<file path="config.mk">
export PLATFORM = sky130hd
export DESIGN_NAME = counter_load_ctrl
export DESIGN_NICKNAME = d
export VERILOG_FILES = /design/src/rtl/counter_load_ctrl.sv
export SDC_FILE = /design/constraint.sdc
export NUM_CORES = 1
export LEC_CHECK = 0
export BUFFER_PORTS_ARGS = -buffer_cell sky130_fd_sc_hd__buf_2
export CAP_MARGIN = 20
export CELL_PAD_IN_SITES_DETAIL_PLACEMENT = 0
export CELL_PAD_IN_SITES_GLOBAL_PLACEMENT = 1
export CORE_ASPECT_RATIO = 0.75
export CORE_MARGIN = 1.5
export CORE_UTILIZATION = 42
export CTS_BUF_LIST = sky130_fd_sc_hd__clkbuf_8 sky130_fd_sc_hd__clkbuf_16
export DETAILED_ROUTE_END_ITERATION = 6
export PLACE_DENSITY_LB_ADDON = 0.25
export SETUP_SLACK_MARGIN = 0.3
export SYNTH_ARGS = -nofsm -noshare
export SYNTH_HDL_FRONTEND = slang
export SYNTH_SLANG_ARGS = --single-unit
</file>
<file path="constraint.sdc">
create_clock -name clk -period 2.1 [get_ports clk]
set_input_delay 0.21 -clock clk [delete_from_list [all_inputs] [get_ports clk]]
set_output_delay 0.21 -clock clk [all_outputs]
set_load 0.1 [all_outputs]
</file>
<file path="src/rtl/counter_load_ctrl.sv">
// counter_load_ctrl: control-word decode, count assembly and count readback for one 8254 counter.
// Define COUNTER_READBACK_EN to add the read-back command and the status-byte latch.
module counter_load_ctrl #(
    parameter int unsigned COUNTER_ID = 0
) (
    input  logic        clk,
    input  logic        rst_n,
    input  logic        cs,
    input  logic        wr,
    input  logic        rd,
    input  logic [1:0]  a,
    input  logic [7:0]  d,
    input  logic [15:0] cur_count,
    input  logic        out_in,
    output logic [15:0] count0,
    output logic        newCount0,
    output logic [2:0]  mode,
    output logic        bcd,
    output logic [7:0]  dout,
    output logic        null_count
);

    typedef enum logic {
        PTR_LSB = 1'b0,
        PTR_MSB = 1'b1
    } byte_ptr_e;

    localparam logic [1:0] ID_C      = 2'(COUNTER_ID);
    localparam logic [1:0] A_CTRL_C  = 2'b11;
    localparam logic [1:0] RW_NONE_C = 2'b00;
    localparam logic [1:0] RW_LSB_C  = 2'b01;
    localparam logic [1:0] RW_MSB_C  = 2'b10;
    localparam logic [1:0] RW_WORD_C = 2'b11;

    logic [15:0] count0_r;
    logic [15:0] count0_s;
    logic        new_count_r;
    logic        new_count_s;
    logic [2:0]  mode_r;
    logic [2:0]  mode_s;
    logic        bcd_r;
    logic        bcd_s;
    logic [1:0]  rw_r;
    logic [1:0]  rw_s;
    logic [7:0]  dout_r;
    logic [7:0]  dout_s;
    logic        null_count_r;
    logic        null_count_s;
    byte_ptr_e   wptr_r;
    byte_ptr_e   wptr_s;
    byte_ptr_e   rptr_r;
    byte_ptr_e   rptr_s;
    logic        latched_r;
    logic        latched_s;
    logic [15:0] latch_r;
    logic [15:0] latch_s;
    logic [7:0]  lsb_hold_r;
    logic [7:0]  lsb_hold_s;
    logic [15:0] rd_src_s;

    logic        ctrl_hit_s;
    logic        data_wr_s;
    logic        data_rd_s;

`ifdef COUNTER_READBACK_EN
    localparam int RB_BIT_C = COUNTER_ID + 1;
    logic        rb_hit_s;
    logic        status_pend_r;
    logic        status_pend_s;
    logic [7:0]  status_r;
    logic [7:0]  status_s;

    assign rb_hit_s = cs & wr & (a == A_CTRL_C) & (d[7:6] == 2'b11) & d[RB_BIT_C];
`else
    logic        unused_out_in_s;

    assign unused_out_in_s = out_in;
`endif

    function automatic logic [7:0] pick_byte(input logic [15:0] word, input logic hi);
        pick_byte = hi ? word[15:8] : word[7:0];
    endfunction

    assign ctrl_hit_s = cs & wr & (a == A_CTRL_C) & (d[7:6] == ID_C);
    assign data_wr_s  = cs & wr & (a == ID_C);
    assign data_rd_s  = cs & rd & (a == ID_C);
    // A pending count latch takes priority over the live count for reads.
    assign rd_src_s   = latched_r ? latch_r : cur_count;

    // Next-state decode for programming, count assembly, latching and readback.
    always_comb begin
        count0_s     = count0_r;
        new_count_s  = 1'b0;
        mode_s       = mode_r;
        bcd_s        = bcd_r;
        rw_s         = rw_r;
        dout_s       = dout_r;
        null_count_s = null_count_r;
        wptr_s       = wptr_r;
        rptr_s       = rptr_r;
        latched_s    = latched_r;
        latch_s      = latch_r;
        lsb_hold_s   = lsb_hold_r;
`ifdef COUNTER_READBACK_EN
        status_pend_s = status_pend_r;
        status_s      = status_r;
`endif

        if (ctrl_hit_s) begin
            if (d[5:4] == RW_NONE_C) begin
                if (!latched_r) begin
                    latched_s = 1'b1;
                    latch_s   = cur_count;
                end else begin
                    latch_s   = latch_r;
                end
            end else begin
                // Reprogramming abandons any half-written count and any held latch.
                rw_s         = d[5:4];
                mode_s       = d[3:1];
                bcd_s        = d[0];
                wptr_s       = PTR_LSB;
                rptr_s       = PTR_LSB;
                latched_s    = 1'b0;
                null_count_s = 1'b1;
            end
        end else if (data_wr_s) begin
            case (rw_r)
                RW_LSB_C: begin
                    count0_s     = {8'h00, d};
                    new_count_s  = 1'b1;
                    null_count_s = 1'b0;
                end
                RW_MSB_C: begin
                    count0_s     = {d, 8'h00};
                    new_count_s  = 1'b1;
                    null_count_s = 1'b0;
                end
                RW_WORD_C: begin
                    if (wptr_r == PTR_LSB) begin
                        lsb_hold_s = d;
                        wptr_s     = PTR_MSB;
                    end else begin
                        count0_s     = {d, lsb_hold_r};
                        new_count_s  = 1'b1;
                        null_count_s = 1'b0;
                        wptr_s       = PTR_LSB;
                    end
                end
                default: begin
                    count0_s = count0_r;
                end
            endcase
        end else begin
            count0_s = count0_r;
        end

`ifdef COUNTER_READBACK_EN
        if (rb_hit_s) begin
            if (!d[5] && !latched_r) begin
                latched_s = 1'b1;
                latch_s   = cur_count;
            end else begin
                latch_s   = latch_s;
            end
            if (!d[4] && !status_pend_r) begin
                status_pend_s = 1'b1;
                status_s      = {out_in, null_count_r, rw_r, mode_r, bcd_r};
            end else begin
                status_s      = status_r;
            end
        end else begin
            status_s = status_s;
        end
`endif

        if (data_rd_s) begin
`ifdef COUNTER_READBACK_EN
            if (status_pend_r) begin
                dout_s        = status_r;
                status_pend_s = 1'b0;
            end else begin
`else
            begin
`endif
                case (rw_r)
                    RW_LSB_C: begin
                        dout_s    = pick_byte(rd_src_s, 1'b0);
                        latched_s = 1'b0;
                    end
                    RW_MSB_C: begin
                        dout_s    = pick_byte(rd_src_s, 1'b1);
                        latched_s = 1'b0;
                    end
                    RW_WORD_C: begin
                        dout_s = pick_byte(rd_src_s, rptr_r == PTR_MSB);
                        if (rptr_r == PTR_MSB) begin
                            rptr_s    = PTR_LSB;
                            latched_s = 1'b0;
                        end else begin
                            rptr_s    = PTR_MSB;
                        end
                    end
                    default: begin
                        dout_s    = 8'h00;
                        latched_s = 1'b0;
                    end
                endcase
            end
        end else begin
            dout_s = dout_r;
        end
    end

    // State register with asynchronous clear.
    always_ff @(posedge clk or negedge rst_n) begin
        if (!rst_n) begin
            count0_r      <= 16'h0000;
            new_count_r   <= 1'b0;
            mode_r        <= 3'b000;
            bcd_r         <= 1'b0;
            rw_r          <= RW_NONE_C;
            dout_r        <= 8'h00;
            null_count_r  <= 1'b0;
            wptr_r        <= PTR_LSB;
            rptr_r        <= PTR_LSB;
            latched_r     <= 1'b0;
            latch_r       <= 16'h0000;
            lsb_hold_r    <= 8'h00;
`ifdef COUNTER_READBACK_EN
            status_pend_r <= 1'b0;
            status_r      <= 8'h00;
`endif
        end else begin
            count0_r      <= count0_s;
            new_count_r   <= new_count_s;
            mode_r        <= mode_s;
            bcd_r         <= bcd_s;
            rw_r          <= rw_s;
            dout_r        <= dout_s;
            null_count_r  <= null_count_s;
            wptr_r        <= wptr_s;
            rptr_r        <= rptr_s;
            latched_r     <= latched_s;
            latch_r       <= latch_s;
            lsb_hold_r    <= lsb_hold_s;
`ifdef COUNTER_READBACK_EN
            status_pend_r <= status_pend_s;
            status_r      <= status_s;
`endif
        end
    end

    assign count0     = count0_r;
    assign newCount0  = new_count_r;
    assign mode       = mode_r;
    assign bcd        = bcd_r;
    assign dout       = dout_r;
    assign null_count = null_count_r;

endmodule

</file>
==> results of run 1 <==
final cells by class:
class	instances	area [um^2]	area share, %
sequential	59	1478	44.30
multi-input combinational	157	1169	35.03
timing repair buffer	69	367.9	11.03
clock buffer	9	123.9	3.713
tap	81	101.3	3.038
clock inverter	7	85.08	2.551
inverter	3	11.26	0.3376
metrics by stage:
stage	instances	instance area (um^2)	hold slack, ns
2_1_floorplan	232	2716	-0.08559
3_3_place_gp	369	3123	0.4245
3_5_place_dp	369	3123	0.4213
4_1_cts	385	3332	0.04579
5_1_grt	385	3336	0.08307
6_report	385	3336	0.02904
power groups by stage:
| stage | Combinational (W) | Clock [W] | Sequential [W] |
|---|---|---|---|
| floorplan | 0.000359 | 0 | 0.00235 |
| global placement | 0.00154 | 0 | 0.00147 |
| detailed placement | 0.00156 | 0 | 0.00148 |
| CTS | 0.00156 | 0.00112 | 0.00146 |
| global route | 0.00163 | 0.00118 | 0.00148 |
| finish | 0.00155 | 0.00109 | 0.00146 |
layout by cell type, fill, tap and decap left out, drive strengths merged:
cell type   n
nor2        4
bufinv      2
mux2i      16
nand4bb     1
or3         1
and4bb      2
inv         5
clkinv      2
nor3b       8
buf        69
mux2       28
and3        1
o21ai      19
ha          5
a21oi      14
o31ai       1
nor2b       1
clkinvlp    1
nor3        1
nand2      30
and2        1
clkbuf      9
a31oi       1
a22o        8
o22ai       8
and4b       1
dfrtp      59
nand3       2
nand3b      1
a21o        1
nor4        1
nand4       1
kinds of logic after synthesis:
family / count (synthesis)
flops: 59
simple gates: 56
compound gates: 52
mux: 44
buf+inv: 16
fa+ha+maj: 5
critical path, stage by stage (launching register included):
cell and delay (ns):
dfrtp_2 0.46, ha_1 0.21, nor2b_1 0.16, or3_1 0.30
buf_4 0.22, o21ai_0 0.23
routing by layer:
layer / up-vias / share of wire [%] / GRT usage [%]
met2: 42 / 44 / 25.35
li1: 972 / - / -
met3: 2 / 4.9 / 9.063
met5: - / 0 / 0
met4: 0 / 0.38 / 4.412
met1: 946 / 50 / 25.96
how the worst max path moves through the flow:
stage             from    endpoint  slack (ns)
5_1_grt        rw_r[1]  count0[10]        0.30
6_report       rw_r[1]  count0[10]        0.41
3_3_place_gp   rw_r[1]     dout[1]        0.35
3_5_place_dp   rw_r[1]     dout[6]        0.32
2_1_floorplan  rw_r[0]   count0[3]        0.39
4_1_cts        rw_r[1]     dout[6]        0.31
flip-flops by register name, summed over array words and instances, names as in the netlist:
name / flops
newCount0: 1
latched_r: 1
mode: 3
null_count: 1
latch_r: 16
bcd: 1
lsb_hold_r: 8
rptr_r: 1
rw_r: 2
wptr_r: 1
count0: 16
dout: 8
timing repair:
| action | CTS | global route |
|---|---|---|
| buffers inserted | 0 | 0 |
| gates resized for setup | 0 | 2 |
| setup endpoints to repair | 0 | 28 |
==> impl_results.md, run 1 <==
- First-pass GRT wire length: 9.342 mm
- Area grow syn2layout: 22.86%
- Hold Vio Cnt, Final: 0
- Post-synth EDFFs: 0
- CTS Buf Count: 9
- WL final: 5.735 mm
- Total Routing Usage GR: 18.43%
- CTS tree: done
- R2R Setup Slk: 0.41 ns
- CTS max path bufs: 2
- Worst skew pair latency: 0.33 ns
- Min Tclk post-route: 1.693 ns
- Library cells used by synthesis: 31
- Slew margin rel.: 49.29%
- Reg2reg start: rw_r[1]
- RSZ-0062 raised after global routing: yes
- Pwr Density: 1226 nW/um^2
- Register bit total from synthesis: 59
- Power share of the clock group: 26.5%
- Fin util: 53.05%
- Final total power: 0.004090 W
- DR iter-0 viols: 64
- Final worst-path setup slack: 0.4068 ns
- Leakage power: 1.630 nW
- Share of layout cells above drive strength 1: 38.49%
- Most numerous cell in the Yosys netlist: dfrtp_1
- Tcrit/Tclk final: 80.63%
- GPL Wtd Cong: 0.7353
- Mapped Nets: 269
- Post-synth top area share: 54.38%
- Crit Path Category: register to register
- CTS root buffer: clkbuf_8
- Final setup viols: 0
- Worst r2r path cells: 5
- Routed length per instance: 14.90 um
- Residual DRC count: 0
- IO Count: 62
- Final clock skew: 0.005966 ns
- Ys async rst share: 100.0%
- Post-place setup slack: 0.3179 ns
- Worst Path Arrival: 1.93 ns
- Peak VDD IR: 0.0006107 V
- Largest family of logic cells by synthesized area: multiplexers
- DR vias/cell: 5.096
- Int Power: 0.002322 W
- DIE AREA: 6961 um^2
- Slew Limit Fails: 0
- Antenna diodes: 0
- Post-Syn Instances: 232
- Chip height: 72.63 um
- RR Endpoint: count0[10]
- Max frequency: 0.5906 GHz
- Number of fill cells: 575
- CP Capture Type: register
- Routed Antenna Nets: 0
- Gr ovfl total: 0
- Mux share of post-synthesis cell area: 17.51%
- Status: complete, no violations
- Complex-gate fraction of the synthesized area: 11.29%
- Avg Cell Area, Syn: 11.70 um^2
- Critical path launch point type: register
- Core area: 6287 um^2
- DP HPWL: 4.067 mm
- Largest net degree at the start of global routing: 60
- Post-Synth Adder-Cell Area: 2.304%
- Synth top area cells: dfrtp_1 54%, mux2_2 12%, mux2i_1 5.9%
- Synth warn: 0
- H-tree levels: 3
- Post-Synth XOR/XNOR Area: 0%
- Worst-path clk slew: 0.07 ns
- Commonest cells in the netlist: 59 x dfrtp_1, 30 x nand2_1, 28 x mux2_2
- Worst slew pin tran: 0.7606 ns
- Via count: 1,962
- Area leader, netlist: dfrtp_1
- Net Sw Power: 0.001768 W
- Ys flop type: dfrtp_1
- Worst-path maximum fanout: 32
- Synthesized area: 2715 um^2
- Critical path data required time: 2.34 ns
- Vias in the first global route: 1,874
- PortBufs: 60
- Synth Area in Simple Gates: 11.84%
- Post-CTS Hold Fix Bufs: 0
- Die extent in x: 95.84 um
- Share of the yosys chip area belonging to registers: 54.38%
- Switch share: 43.24%
- Clk sinks: 59
- Setup_tns: 0 ns
- Hold Path Class: primary input to async pin
- Num rows: 25
- Pre-Repair DR Iteration Count: 4
- Initial core utilization: 43.18%
- Initial antenna violation count: 0
- Reg power frac: 35.6%
- Comb power frac: 37.8%
- # nets final: 336
- Max_cap viols: 0
(Power assumes the default switching activity.)
==> run 2: changes to the inputs <==
--- a/config.mk
+++ b/config.mk
@@ -11,7 +11,7 @@
 export CELL_PAD_IN_SITES_GLOBAL_PLACEMENT = 1
 export CORE_ASPECT_RATIO = 0.75
 export CORE_MARGIN = 1.5
-export CORE_UTILIZATION = 42
+export CORE_UTILIZATION = 38
 export CTS_BUF_LIST = sky130_fd_sc_hd__clkbuf_8 sky130_fd_sc_hd__clkbuf_16
 export DETAILED_ROUTE_END_ITERATION = 6
 export PLACE_DENSITY_LB_ADDON = 0.25
==> constraint.sdc (replaced) <==
create_clock -name clk -period 1.4 [get_ports clk]
set_input_delay 0.14 -clock clk [delete_from_list [all_inputs] [get_ports clk]]
set_output_delay 0.14 -clock clk [all_outputs]
set_load 0.1 [all_outputs]
==> impl_results.md, run 2 (synthesis gave the netlist of run 1 again) <==
- Initial core utilization: 39.56%
- # nets final: 375
- Setup_tns: -3.347 ns
- Hold Vio Cnt, Final: 0
- Final clock skew: 0.006553 ns
- Vias in the first global route: 2,269
- DR iter-0 viols: 70
- Most frequent cells in the layout: 53 x dfrtp_1, 32 x buf_4, 29 x nand2_1, 28 x buf_2, 26 x buf_12
- Multi-input gate area: 1369 um^2
- PortBufs: 60
- Pwr Density: 1589 nW/um^2
- IO Count: 62
- Worst path slowest cell: dfrtp_2
- DP HPWL: 4.366 mm
- Final worst-path setup slack: -0.1492 ns
- H-tree levels: 3
- CTS root buffer: clkbuf_8
- Leakage power: 1.988 nW
- Critical path launch point type: register
- Routed Antenna Nets: 0
- DR vias/cell: 4.971
- Top layer reached by signal wires: met4
- Chip height: 76.21 um
- Critical path data required time: 1.62 ns
- Worst-path maximum fanout: 16
- Worst-path clk slew: 0.06 ns
- Max frequency: 0.6455 GHz
- CP Capture Type: register
- Gr ovfl total: 0
- Net Sw Power: 0.002932 W
- Tcrit/Tclk final: 110.7%
- Antenna diodes: 0
- First-pass GRT wire length: 11.51 mm
- Sequential cell area: 1484 um^2
- Max stage delay on crit path: 0.46 ns
- CTS Buf Count: 9
- Worst slew pin tran: 0.4273 ns
- Min Tclk post-route: 1.549 ns
- Num rows: 26
- Pre-Repair DR Iteration Count: 4
- Core area: 6864 um^2
- Slew Limit Fails: 0
- GPL Wtd Cong: 0.7566
- CTS tree: done
- Worst skew pair latency: 0.34 ns
- R2R Setup Slk: -0.15 ns
- Slew margin rel.: 71.48%
- Initial antenna violation count: 0
- Final setup viols: 32
- M1 wire length: 3.470 mm
- Comb power frac: 47.2%
- RSZ-0062 raised after global routing: yes
- Status: finished, violations left
- Clk sinks: 59
- WL final: 7.079 mm
- Reg power frac: 33.6%
- Power share of the clock group: 19.2%
- Critical path depth: 6
- Critical Path Start: rw_r[1]
- Die extent in x: 100.6 um
- Number of fill cells: 556
- Worst path bufs/invs: 1
- CTS max path bufs: 2
- Via count: 2,192
- Total Routing Usage GR: 19.53%
- Crit path cell chain: ha_4 -> nor2b_4 -> or3_4 -> buf_12 -> nand2_1 -> o21ai_1
- Routed wire length on met3: 239 um
- Int Power: 0.003960 W
- Max_cap viols: 0
- Commonest non-fill, non-tap cell in the layout: dfrtp_1
- Final hold slack: 0.03603 ns
- RR Endpoint: count0[0]
- Share of layout cells above drive strength 1: 51.90%
- Worst Path Arrival: 1.77 ns
- Kind of cell adding the most delay to the critical path: simple AND/OR/NAND/NOR gates
- Hold Path Class: primary input to register
- Fin util: 63.18%
- Violated checks: negative setup slack
- Setup crit end: count0[0]
- Residual DRC count: 0
- Routed length per instance: 16.05 um
- Crit Path Category: register to register
- Peak VDD IR: 0.0007591 V
- Largest net degree at the start of global routing: 60
- Reg2reg start: rw_r[1]
- Worst r2r path cells: 6
- Met2 WL post-DR: 3.292 mm
- Area grow syn2layout: 59.72%
- Switch share: 42.54%
- HP Start: d[7]
- DIE AREA: 7667 um^2
==> run 2: cell types whose count changed in the layout (fill, tap and decap cells not counted), sizes merged <==
cell         before  now
clkinvlp          1    0
dlygate4sd3       0    1
clkbuf            9   10
inv               5    6
buf              69  107
clkinv            2    3
bufinv            2    0
==> run 2: stage by stage <==
| stage | total power (W) | instances | setup WS (ns) | instance area [um^2] |
|---|---|---|---|---|
| 2_1_floorplan | 0.004148 | 232 | -0.2257 | 2839 |
| 3_3_place_gp | 0.004667 | 405 | -0.1452 | 3396 |
| 3_5_place_dp | 0.004699 | 405 | -0.1634 | 3396 |
| 4_1_cts | 0.006520 | 429 | -0.1631 | 3974 |
| 5_1_grt | 0.007172 | 441 | -0.2025 | 4337 |
| 6_report | 0.006892 | 441 | -0.1492 | 4337 |
==> run 2: how the worst min path moves through the flow <==
stage	to	slack [ns]	cells after the start
floorplan	bcd	-0.16	0
global placement	count0[11]	0.17	2
detailed placement	mode[1]	0.18	2
finish	count0[15]	0.04	3
CTS	count0[15]	0.02	3
global route	latch_r[6]	0.03	2
==> run 2: per-layer routing <==
| layer | GRT usage [%] | vias up |
|---|---|---|
| met5 | 0 | - |
| met3 | 5.046 | 8 |
| met2 | 28.78 | 43 |
| met1 | 27.63 | 1096 |
| met4 | 7.183 | 0 |
| li1 | - | 1045 |
==> run 2: layout make-up <==
class | count | share of cell area [%]
Clock inverter | 6 | 0.6059
Clock buffer | 10 | 3.174
Timing Repair Buffer | 108 | 27.35
Tap cell | 98 | 2.827
Inverter | 3 | 0.2597
Multi-Input combinational cell | 157 | 31.56
Sequential cell | 59 | 34.22
==> run 2: tightest hold or removal path, cell delays in order <==
cell and delay (ns):
buf_6 0.10, nand2_1 0.05, o21ai_1 0.05
==> run 2: timing repair <==
action	4_1_cts	5_1_grt
hold endpoints to repair	59	0
hold buffers	1	0
resized for setup	97	59
pin swaps	4	12
setup endpoints to repair	87	83
setup buffers	5	12
cloned	2	0
==> run 2: power groups by stage <==
stage / Sequential (W) / Combinational, W / Clock [W]
6_report: 0.00231 / 0.00325 / 0.00132
2_1_floorplan: 0.00354 / 0.000610 / 0
3_3_place_gp: 0.00222 / 0.00245 / 0
5_1_grt: 0.00235 / 0.00340 / 0.00142
4_1_cts: 0.00227 / 0.00289 / 0.00137
3_5_place_dp: 0.00222 / 0.00247 / 0
==> run 3: changes to the inputs <==
--- a/config.mk
+++ b/config.mk
@@ -5,7 +5,7 @@
 export SDC_FILE = /design/constraint.sdc
 export NUM_CORES = 1
 export LEC_CHECK = 0
-export BUFFER_PORTS_ARGS = -buffer_cell sky130_fd_sc_hd__buf_2
+export BUFFER_PORTS_ARGS = -buffer_cell sky130_fd_sc_hd__buf_4
 export CAP_MARGIN = 20
 export CELL_PAD_IN_SITES_DETAIL_PLACEMENT = 0
 export CELL_PAD_IN_SITES_GLOBAL_PLACEMENT = 1
==> impl_results.md, run 3 (synthesis gave the netlist of run 1 again) <==
- Status: finished, violations left
- Violated checks: negative setup slack
- Clk sinks: 59
- Hold Path Class: primary input to register
- Critical path launch point type: register
- Peak VDD IR: 0.0008711 V
- Share of layout cells above drive strength 1: 51.19%
- Worst path slowest cell: dfrtp_2
- Num rows: 26
- Die extent in x: 100.6 um
- Area grow syn2layout: 60.65%
- Hold Vio Cnt, Final: 0
- PortBufs: 60
- Dpl cells: 404
- Reg power frac: 32.3%
- Routed Antenna Nets: 0
- DP Area: 3538 um^2
- CTS tree: done
- Routed length per instance: 15.92 um
- CTS root buffer: clkbuf_8
- CP Capture Type: register
- Final worst-path setup slack: -0.1572 ns
- Final Cell Area: 4362 um^2
- Worst Path Arrival: 1.77 ns
- Number of fill cells: 541
- RSZ-0062 raised after global routing: yes
- DP HPWL: 4.596 mm
- Post-place setup slack: -0.1772 ns
- IO Count: 62
- Pre-Repair DR Iteration Count: 4
- Crit path cell chain: ha_4 -> nor2b_4 -> or3_4 -> buf_12 -> nand2_1 -> o21ai_1
- DR vias/cell: 5.048
- # nets final: 368
- Switch share: 40.51%
- Final clock skew: 0.008060 ns
- Final setup viols: 32
- Fin util: 63.54%
- Chip height: 76.21 um
- Slew margin rel.: 71.44%
- H-tree levels: 3
- Largest net degree at the start of global routing: 31
- Worst slew pin tran: 0.4280 ns
- Slew Limit Fails: 0
- Worst skew pair latency: 0.33 ns
- Critical path data required time: 1.61 ns
- GPL Wtd Cong: 0.7271
- Max_cap viols: 0
- Power share of the clock group: 23.0%
- Initial antenna violation count: 0
- Max stage delay on crit path: 0.46 ns
- Residual DRC count: 0
- Commonest non-fill, non-tap cell in the layout: dfrtp_1
- DIE AREA: 7667 um^2
- Core area: 6864 um^2
- Worst-path clk slew: 0.06 ns
- Max frequency: 0.6422 GHz
- Net Sw Power: 0.002887 W
- Vias in the first global route: 2,268
- Min Tclk post-route: 1.557 ns
- WL final: 6.910 mm
- Most frequent cells in the layout: 53 x dfrtp_1, 50 x buf_4, 30 x nand2_1, 22 x buf_6, 20 x mux2_4
- Post-Layout Cell Count: 434
- Leakage power: 1.991 nW
- Antenna diodes: 0
- Worst-path maximum fanout: 16
- DR iter-0 viols: 51
- R2R Setup Slk: -0.16 ns
- Tcrit/Tclk final: 111.2%
- Total Routing Usage GR: 19.80%
- Gr ovfl total: 0
- First-pass GRT wire length: 11.74 mm
- Crit Path Category: register to register
- CTS max path bufs: 2
- Via count: 2,191
- CTS Buf Count: 9
- Pwr Density: 1634 nW/um^2
- Comb power frac: 44.7%
- Initial core utilization: 39.56%
- Int Power: 0.004240 W
## run 3: cell types whose count changed in the layout (fill, tap and decap cells not counted), sizes merged
cell	before	now
bufbuf	0	1
buf	107	99
bufinv	0	1
inv	6	5
clkbuf	10	13
clkinv	3	0
## run 3: routing by layer
| metal | GRT usage [%] | up-vias | wire (um) |
|---|---|---|---|
| li1 | - | 1042 | - |
| met1 | 28.69 | 1096 | 3421 |
| met2 | 29.39 | 43 | 3185 |
| met3 | 4.587 | 10 | 215 |
| met4 | 6.056 | 0 | 87 |
| met5 | 0 | - | 0 |
## run 3: final timing paths
check / endpoint / start / cells after the start
worst min register to register: lsb_hold_r[0] / lsb_hold_r[0] / 1
max in group asynchronous: mode[0] / rst_n / 3
worst max-delay path: count0[15] / rw_r[1] / 6
worst max register to register: count0[15] / rw_r[1] / 6
worst min-delay path: latch_r[3] / cur_count[3] / 2
min in group asynchronous: count0[11] / rst_n / 2
## run 3: area by class of cell
class | count | area [um^2] | share of cell area, %
inverter | 3 | 11.26 | 0.2582
clock buffer | 13 | 178.9 | 4.102
sequential | 59 | 1484 | 34.02
tap | 98 | 122.6 | 2.811
timing repair buffer | 101 | 1154 | 26.45
multi-input combinational | 157 | 1374 | 31.50
clock inverter | 3 | 37.54 | 0.8606
## run 3: power by group through the flow
stage / Clock (W) / Sequential (W) / Combinational (W)
CTS: 0.00169 / 0.00227 / 0.00299
global route: 0.00174 / 0.00234 / 0.00334
finish: 0.00164 / 0.00230 / 0.00319
floorplan: 0 / 0.00354 / 0.000610
global placement: 0 / 0.00223 / 0.00259
detailed placement: 0 / 0.00224 / 0.00261
## run 3: critical path, delay by kind of cell (launching register included)
kind / cells / cell delay (ns)
compound gates: 1 / 0.06
buf+inv: 1 / 0.17
fa+ha+maj: 1 / 0.19
flops: 1 / 0.46
simple gates: 3 / 0.57
## run 3: stage by stage
step           TNS, ns  total power [W]  hold slack, ns
6_report        -3.374         0.007126         0.05437
5_1_grt         -5.721         0.007421         0.04306
4_1_cts         -3.083         0.006939         0.03653
3_5_place_dp    -7.273         0.004856         0.09869
3_3_place_gp    -6.332         0.004818          0.1064
2_1_floorplan   -8.625         0.004148         -0.1556
## run 3: repair_timing
item | in CTS | in global routing
endpoints found under the hold margin | 29 | 0
hold buffers | 1 | 0
pin swaps | 22 | 4
endpoints found under the setup margin | 86 | 77
resized for setup | 76 | 36
buffers inserted | 5 | 5
cloned | 3 | 0
